--- src/rtl/sprite_pkg.sv ---
// Shared constants and response-pipeline stage type for the sprite ROM arbiter.
// Optional feature macro used by the arbiter: SPRITE_ARB_FIXED_PRIO_EN.
package sprite_pkg;

    localparam int SPRITE_AW     = 9;
    localparam int SPRITE_DW     = 8;
    localparam int SPRITE_PIXELS = 400;
    localparam logic [7:0] OOR_FILL = 8'd255;

    // Wide enough to tag any of up to 8 requesters.
    localparam int ID_W = 3;

    typedef struct packed {
        logic            valid;
        logic [ID_W-1:0] id;
        logic            oor;
    } rsp_stage_t;

endpackage

--- src/rtl/rr_arbiter.sv ---
// Round-robin grant generator that owns the last-granted pointer.
// With SPRITE_ARB_FIXED_PRIO_EN defined, requester 0 always wins and the rest rotate.
module rr_arbiter
    import sprite_pkg::*;
#(
    parameter int NREQ = 4
) (
    input  logic            clock,
    input  logic            resetn,
    input  logic [NREQ-1:0] req,
    input  logic            update,
    output logic [NREQ-1:0] grant,
    output logic [ID_W-1:0] grant_idx
);

    logic [ID_W-1:0] last;
    logic            found;
    int              idx;

    // Search begins just after the previous winner and wraps around.
    always_comb begin
        grant     = '0;
        grant_idx = '0;
        found     = 1'b0;
        idx       = 0;
`ifdef SPRITE_ARB_FIXED_PRIO_EN
        if (req[0]) begin
            grant[0] = 1'b1;
            found    = 1'b1;
        end
`endif
        for (int k = 1; k <= NREQ; k++) begin
            idx = int'(last) + k;
            if (idx >= NREQ) idx = idx - NREQ;
`ifdef SPRITE_ARB_FIXED_PRIO_EN
            if (!found && idx != 0 && req[idx]) begin
`else
            if (!found && req[idx]) begin
`endif
                grant[idx] = 1'b1;
                grant_idx  = ID_W'(idx);
                found      = 1'b1;
            end
        end
    end

    always_ff @(posedge clock or negedge resetn) begin
        if (!resetn) begin
            last <= ID_W'(NREQ - 1);
`ifdef SPRITE_ARB_FIXED_PRIO_EN
        end else if (update && grant_idx != '0) begin
`else
        end else if (update) begin
`endif
            last <= grant_idx;
        end
    end

endmodule

--- src/rtl/sprite_rom_arbiter.sv ---
// Shares one synchronous-read sprite ROM among NREQ requesters with tagged fixed-latency responses.
// Define SPRITE_ARB_FIXED_PRIO_EN to give requester 0 absolute priority.
module sprite_rom_arbiter #(
    parameter int NREQ          = 4,
    parameter int AW            = sprite_pkg::SPRITE_AW,
    parameter int DW            = sprite_pkg::SPRITE_DW,
    parameter int ROM_LAT       = 1,
    parameter int SPRITE_PIXELS = sprite_pkg::SPRITE_PIXELS,
    parameter logic [DW-1:0] OOR_FILL = DW'(sprite_pkg::OOR_FILL)
) (
    input  logic               clock,
    input  logic               resetn,
    input  logic [NREQ-1:0]    req_valid,
    input  logic [NREQ*AW-1:0] req_addr,
    output logic [NREQ-1:0]    req_ready,
    output logic [AW-1:0]      rom_address,
    input  logic [DW-1:0]      rom_q,
    output logic [NREQ-1:0]    rsp_valid,
    output logic [DW-1:0]      rsp_data,
    output logic [7:0]         oor_count,
    output logic               busy
);

    import sprite_pkg::*;

    localparam logic [AW:0] PIX_LIM = (AW+1)'(SPRITE_PIXELS);

    logic [NREQ-1:0] grant;
    logic [ID_W-1:0] grant_idx;
    logic            accept;
    logic [AW-1:0]   sel_addr;
    logic            sel_oor;
    rsp_stage_t      pipe [ROM_LAT];
    rsp_stage_t      tail;

    rr_arbiter #(.NREQ(NREQ)) u_arb (
        .clock     (clock),
        .resetn    (resetn),
        .req       (req_valid),
        .update    (accept),
        .grant     (grant),
        .grant_idx (grant_idx)
    );

    assign req_ready = grant;
    assign accept    = |(grant & req_valid);
    assign sel_addr  = req_addr[grant_idx*AW +: AW];
    assign sel_oor   = {1'b0, sel_addr} >= PIX_LIM;
    // Out-of-range reads park the ROM at address 0 rather than aliasing into the bitmap.
    assign rom_address = (accept && !sel_oor) ? sel_addr : '0;
    assign tail        = pipe[ROM_LAT-1];

    // Tag pipeline tracks each read until its ROM data emerges.
    always_ff @(posedge clock or negedge resetn) begin
        if (!resetn) begin
            for (int s = 0; s < ROM_LAT; s++) pipe[s] <= '0;
        end else begin
            pipe[0] <= {accept, grant_idx, sel_oor};
            for (int s = 1; s < ROM_LAT; s++) pipe[s] <= pipe[s-1];
        end
    end

    always_ff @(posedge clock or negedge resetn) begin
        if (!resetn) begin
            rsp_valid <= '0;
            rsp_data  <= '0;
        end else if (tail.valid) begin
            rsp_valid <= NREQ'(1) << tail.id;
            rsp_data  <= tail.oor ? OOR_FILL : rom_q;
        end else begin
            rsp_valid <= '0;
        end
    end

    always_ff @(posedge clock or negedge resetn) begin
        if (!resetn) begin
            oor_count <= '0;
        end else if (accept && sel_oor && oor_count != 8'hFF) begin
            oor_count <= oor_count + 8'd1;
        end
    end

    always_comb begin
        busy = 1'b0;
        for (int s = 0; s < ROM_LAT; s++) busy = busy | pipe[s].valid;
    end

endmodule

--- config.mk ---
export PLATFORM = sky130hd
export DESIGN_NAME = sprite_rom_arbiter
export DESIGN_NICKNAME = d
export VERILOG_FILES = /design/src/rtl/sprite_pkg.sv /design/src/rtl/rr_arbiter.sv /design/src/rtl/sprite_rom_arbiter.sv
export SDC_FILE = /design/constraint.sdc
export NUM_CORES = 1
export LEC_CHECK = 0
export ABC_AREA = 0
export BUFFER_PORTS_ARGS = -buffer_cell sky130_fd_sc_hd__buf_2
export CORE_UTILIZATION = 52
export CTS_BUF_LIST = sky130_fd_sc_hd__clkbuf_8
export DETAILED_ROUTE_END_ITERATION = 8
export PLACE_DENSITY = 0.82
export SETUP_SLACK_MARGIN = 0.2
export SLEW_MARGIN = 40
export SYNTH_ARGS = -nofsm -noshare
export SYNTH_HDL_FRONTEND = slang
export SYNTH_SLANG_ARGS = --single-unit
--- constraint.sdc ---
create_clock -name clock -period 7.2 [get_ports clock]
set_clock_uncertainty 0.15 [all_clocks]
set_input_delay 1.8 -clock clock [delete_from_list [all_inputs] [get_ports clock]]
set_output_delay 1.8 -clock clock [all_outputs]
set_load 0.03 [all_outputs]
==> results.toml <==
[status]
run_status = "finished with violations"
violations = "DRC"

[critical_path]
critical_path.endpoint_type = "output pin"
path_class = "in2out"
r2r_end = "oor_count[1]"
r2r_depth = 12
crit_path_max_fanout = 14
ff2ff_setup_slack_ns = 2.47
timing.critical_path.from_type = "input port"
crit-reg2reg-launch = "u_arb.last[1]"
crit_required_ns = 5.25
critical_path_arrival_ns = 4.81

[sta]
tightest_slew_ns = 0.623
hold_viol = 0
rsz0062_at_grt = "no"
final.min_clock_period_ns = 6.76
max_slew_margin = 0.582
setup_viol_count_final = 0
fin_crit_sh = 0.939
timing.final.max_slew_violations = 0
clock.fmax_mhz = 148
finalSetupTns_ns = 0

[clocking]
htree_num_levels = 1
holdBufCountCts = 0
numClockSinks = 28
clock_tree_from_tritoncts = "yes"
clk_latency_ns = 0.28
path_clk_slew_ns = 0.10
cts_setup_buffers = 0
cts.path.max_buffers = 2
quantity_of_gates_resized_following_cts = 0
clock-root-buffer = "sky130_fd_sc_hd__clkbuf_8"
cts_inserted_buffers = 3

[min_path]
min_delay_path_depth = 1
hold_path_startpoint = "pipe[1]"
holdCritPathClass = "reg2reg"
worstHoldEndpoint = "rsp_valid[2]"

[final_layout]
fillCellCount = 362
utilization = 0.662
design.final.nets = 385
areaGrowthSynthToFinish_pct = 20.6
post_route_cells_drive_above_1_share = 0.356
layout.area.seq_um2 = 703
insertedDiodeCount = 0
multiInputGateArea_um2 = 1600

[synth]
yosys-mux-area-fraction = 0.173
yosysWarningCount = 0
synth.area.top_cells = "sky130_fd_sc_hd__dfrtp_1 27%, sky130_fd_sc_hd__mux2i_1 7.0%, sky130_fd_sc_hd__ha_1 5.6%, sky130_fd_sc_hd__mux4_1 4.3%, sky130_fd_sc_hd__nand2_1 3.8%"
synth_top_family_by_area = "compound AO/OA/AOI/OAI gates"
synthMostInstantiatedCell = "sky130_fd_sc_hd__dfrtp_1"
synth.avg_cell_area_um2 = 9.88
sequential_fraction_of_the_synthesis_area = 0.288
yosysUniqueCellTypes = 65
synth_simple_gate_area_share = 0.191
synth-edff-count = 0
dominantRegCellSynth = "sky130_fd_sc_hd__dfrtp_1"
cell_type_contributing_the_most_total_cell_area_after_synthesis = "sky130_fd_sc_hd__dfrtp_1"
synth_adder_area_share = 0.0564
postSynthRegisterBits = 28
synth-compound-area-share = 0.197
synth_xor_xnor_area_share = 0.0400
netlist_instances = 247
synth_top_area_share = 0.267
cell_area_after_synthesis_um2 = 2440
netlist_top_cells_count = "26 x sky130_fd_sc_hd__dfrtp_1, 25 x sky130_fd_sc_hd__nand2_1, 17 x sky130_fd_sc_hd__mux2i_1"
synth_async_sr_flop_share = 1.00
synth_nets = 308

[job]
cap_violations = 0

[floorplanning]
design.core.area_um2 = 4440
floorplan.die_area_um2 = 4970
start_util = 0.549
io_pins = 84
floorplan.die.height_um = 70.5
placementRows = 24
chipWidth_um = 70.5

[drt]
drc = 12
wl_met1_um = 2560
wl_um = 5680
routed-via-count = 2243
drtIter0Drc = 175
wire_per_inst_um = 15.1
ant_nets = 0
met2_wirelength_um = 2760
met3RoutedLength_um = 287
drt_pass1_iterations = 6
topRoutingLayerUsed = "met4"
drt-vias-per-instance = 5.98

[placed_design]
dpl.hpwl_um = 4400
port_buffers = 83
placer_congestion = 0.953

[global_route]
grt_start_max_net_pins = 30
grt_first_pass_wirelength_um = 9320
grt_util_all_layers = 0.231
grt_remaining_overflow = 0
grt_pass1_vias = 2106
grt_antenna_before_repair = 0
[area by class of cell]
class | instances | share of cell area
Timing Repair Buffer | 87 | 0.151
Sequential cell | 28 | 0.239
Multi-Input combinational cell | 191 | 0.545
Inverter | 13 | 0.0183
Clock buffer | 3 | 0.0140
Tap cell | 52 | 0.0221
Clock inverter | 1 | 0.0102
[layer usage]
metal  vias to the layer above  track usage
li1                       1091            -
met1                      1052        0.298
met2                        93        0.410
met3                         7       0.0231
met4                         0       0.0703
met5                         -            0
[worst max-delay path by stage]
stage                 start             end  slack (ns)
2_1_floorplan  req_valid[0]  rom_address[8]        0.44
3_3_place_gp   req_valid[2]  rom_address[3]        0.50
3_5_place_dp   req_valid[2]  rom_address[3]        0.43
4_1_cts        req_valid[2]  rom_address[3]        0.43
5_1_grt        req_valid[2]  rom_address[3]        0.26
6_report       req_valid[2]  rom_address[3]        0.44
[flip-flops by register name (all words and copies together), names as in the netlist]
signal	cells
busy	1
oor_count	8
pipe	4
rsp_data	8
rsp_valid	4
u_arb.last	3
[critical path, cell delays in order]
cell and delay (ns):
sky130_fd_sc_hd__buf_2 0.18, sky130_fd_sc_hd__mux4_2 0.65, sky130_fd_sc_hd__nor2_1 0.18, sky130_fd_sc_hd__o21ai_1 0.08
sky130_fd_sc_hd__a22oi_1 0.44, sky130_fd_sc_hd__and3b_1 0.30, sky130_fd_sc_hd__a2111oi_4 0.35, sky130_fd_sc_hd__o31ai_2 0.12
sky130_fd_sc_hd__buf_4 0.20, sky130_fd_sc_hd__and2_1 0.19, sky130_fd_sc_hd__and3_1 0.16, sky130_fd_sc_hd__buf_2 0.17
[metrics by stage]
step	hold slack, ns	setup slack, ns	instances	instance area, um2
after floorplan	0.285	0.437	247	2440
after global placement	0.305	0.504	371	2870
after detailed placement	0.307	0.425	371	2870
after CTS	0.322	0.427	375	2940
after global routing	0.329	0.257	375	2940
final	0.320	0.436	375	2940
[cells in the final DEF (no fill, tap or decap), drive strengths merged, types with 4 or more instances in the layout]
cell and instances:
o22a 8, and3 11, o21ai 9, nand2 25, inv 12, ha 11
xor2 7, dfrtp 26, nand2b 5, a22oi 5, mux2i 17, mux4 8
nor2 8, mux2 5, o211ai 4, nor3 5, nand3 10, buf 87
[kinds of logic after synthesis]
family	Yosys count
simple gates	83
xor+xnor	9
buf+inv	28
compound gates	58
flops	28
mux	30
fa+ha+maj	11
Power is left out: the tool's default activity adds up to more than one toggle a clock period on the data nets, which glitch-free logic cannot reach.
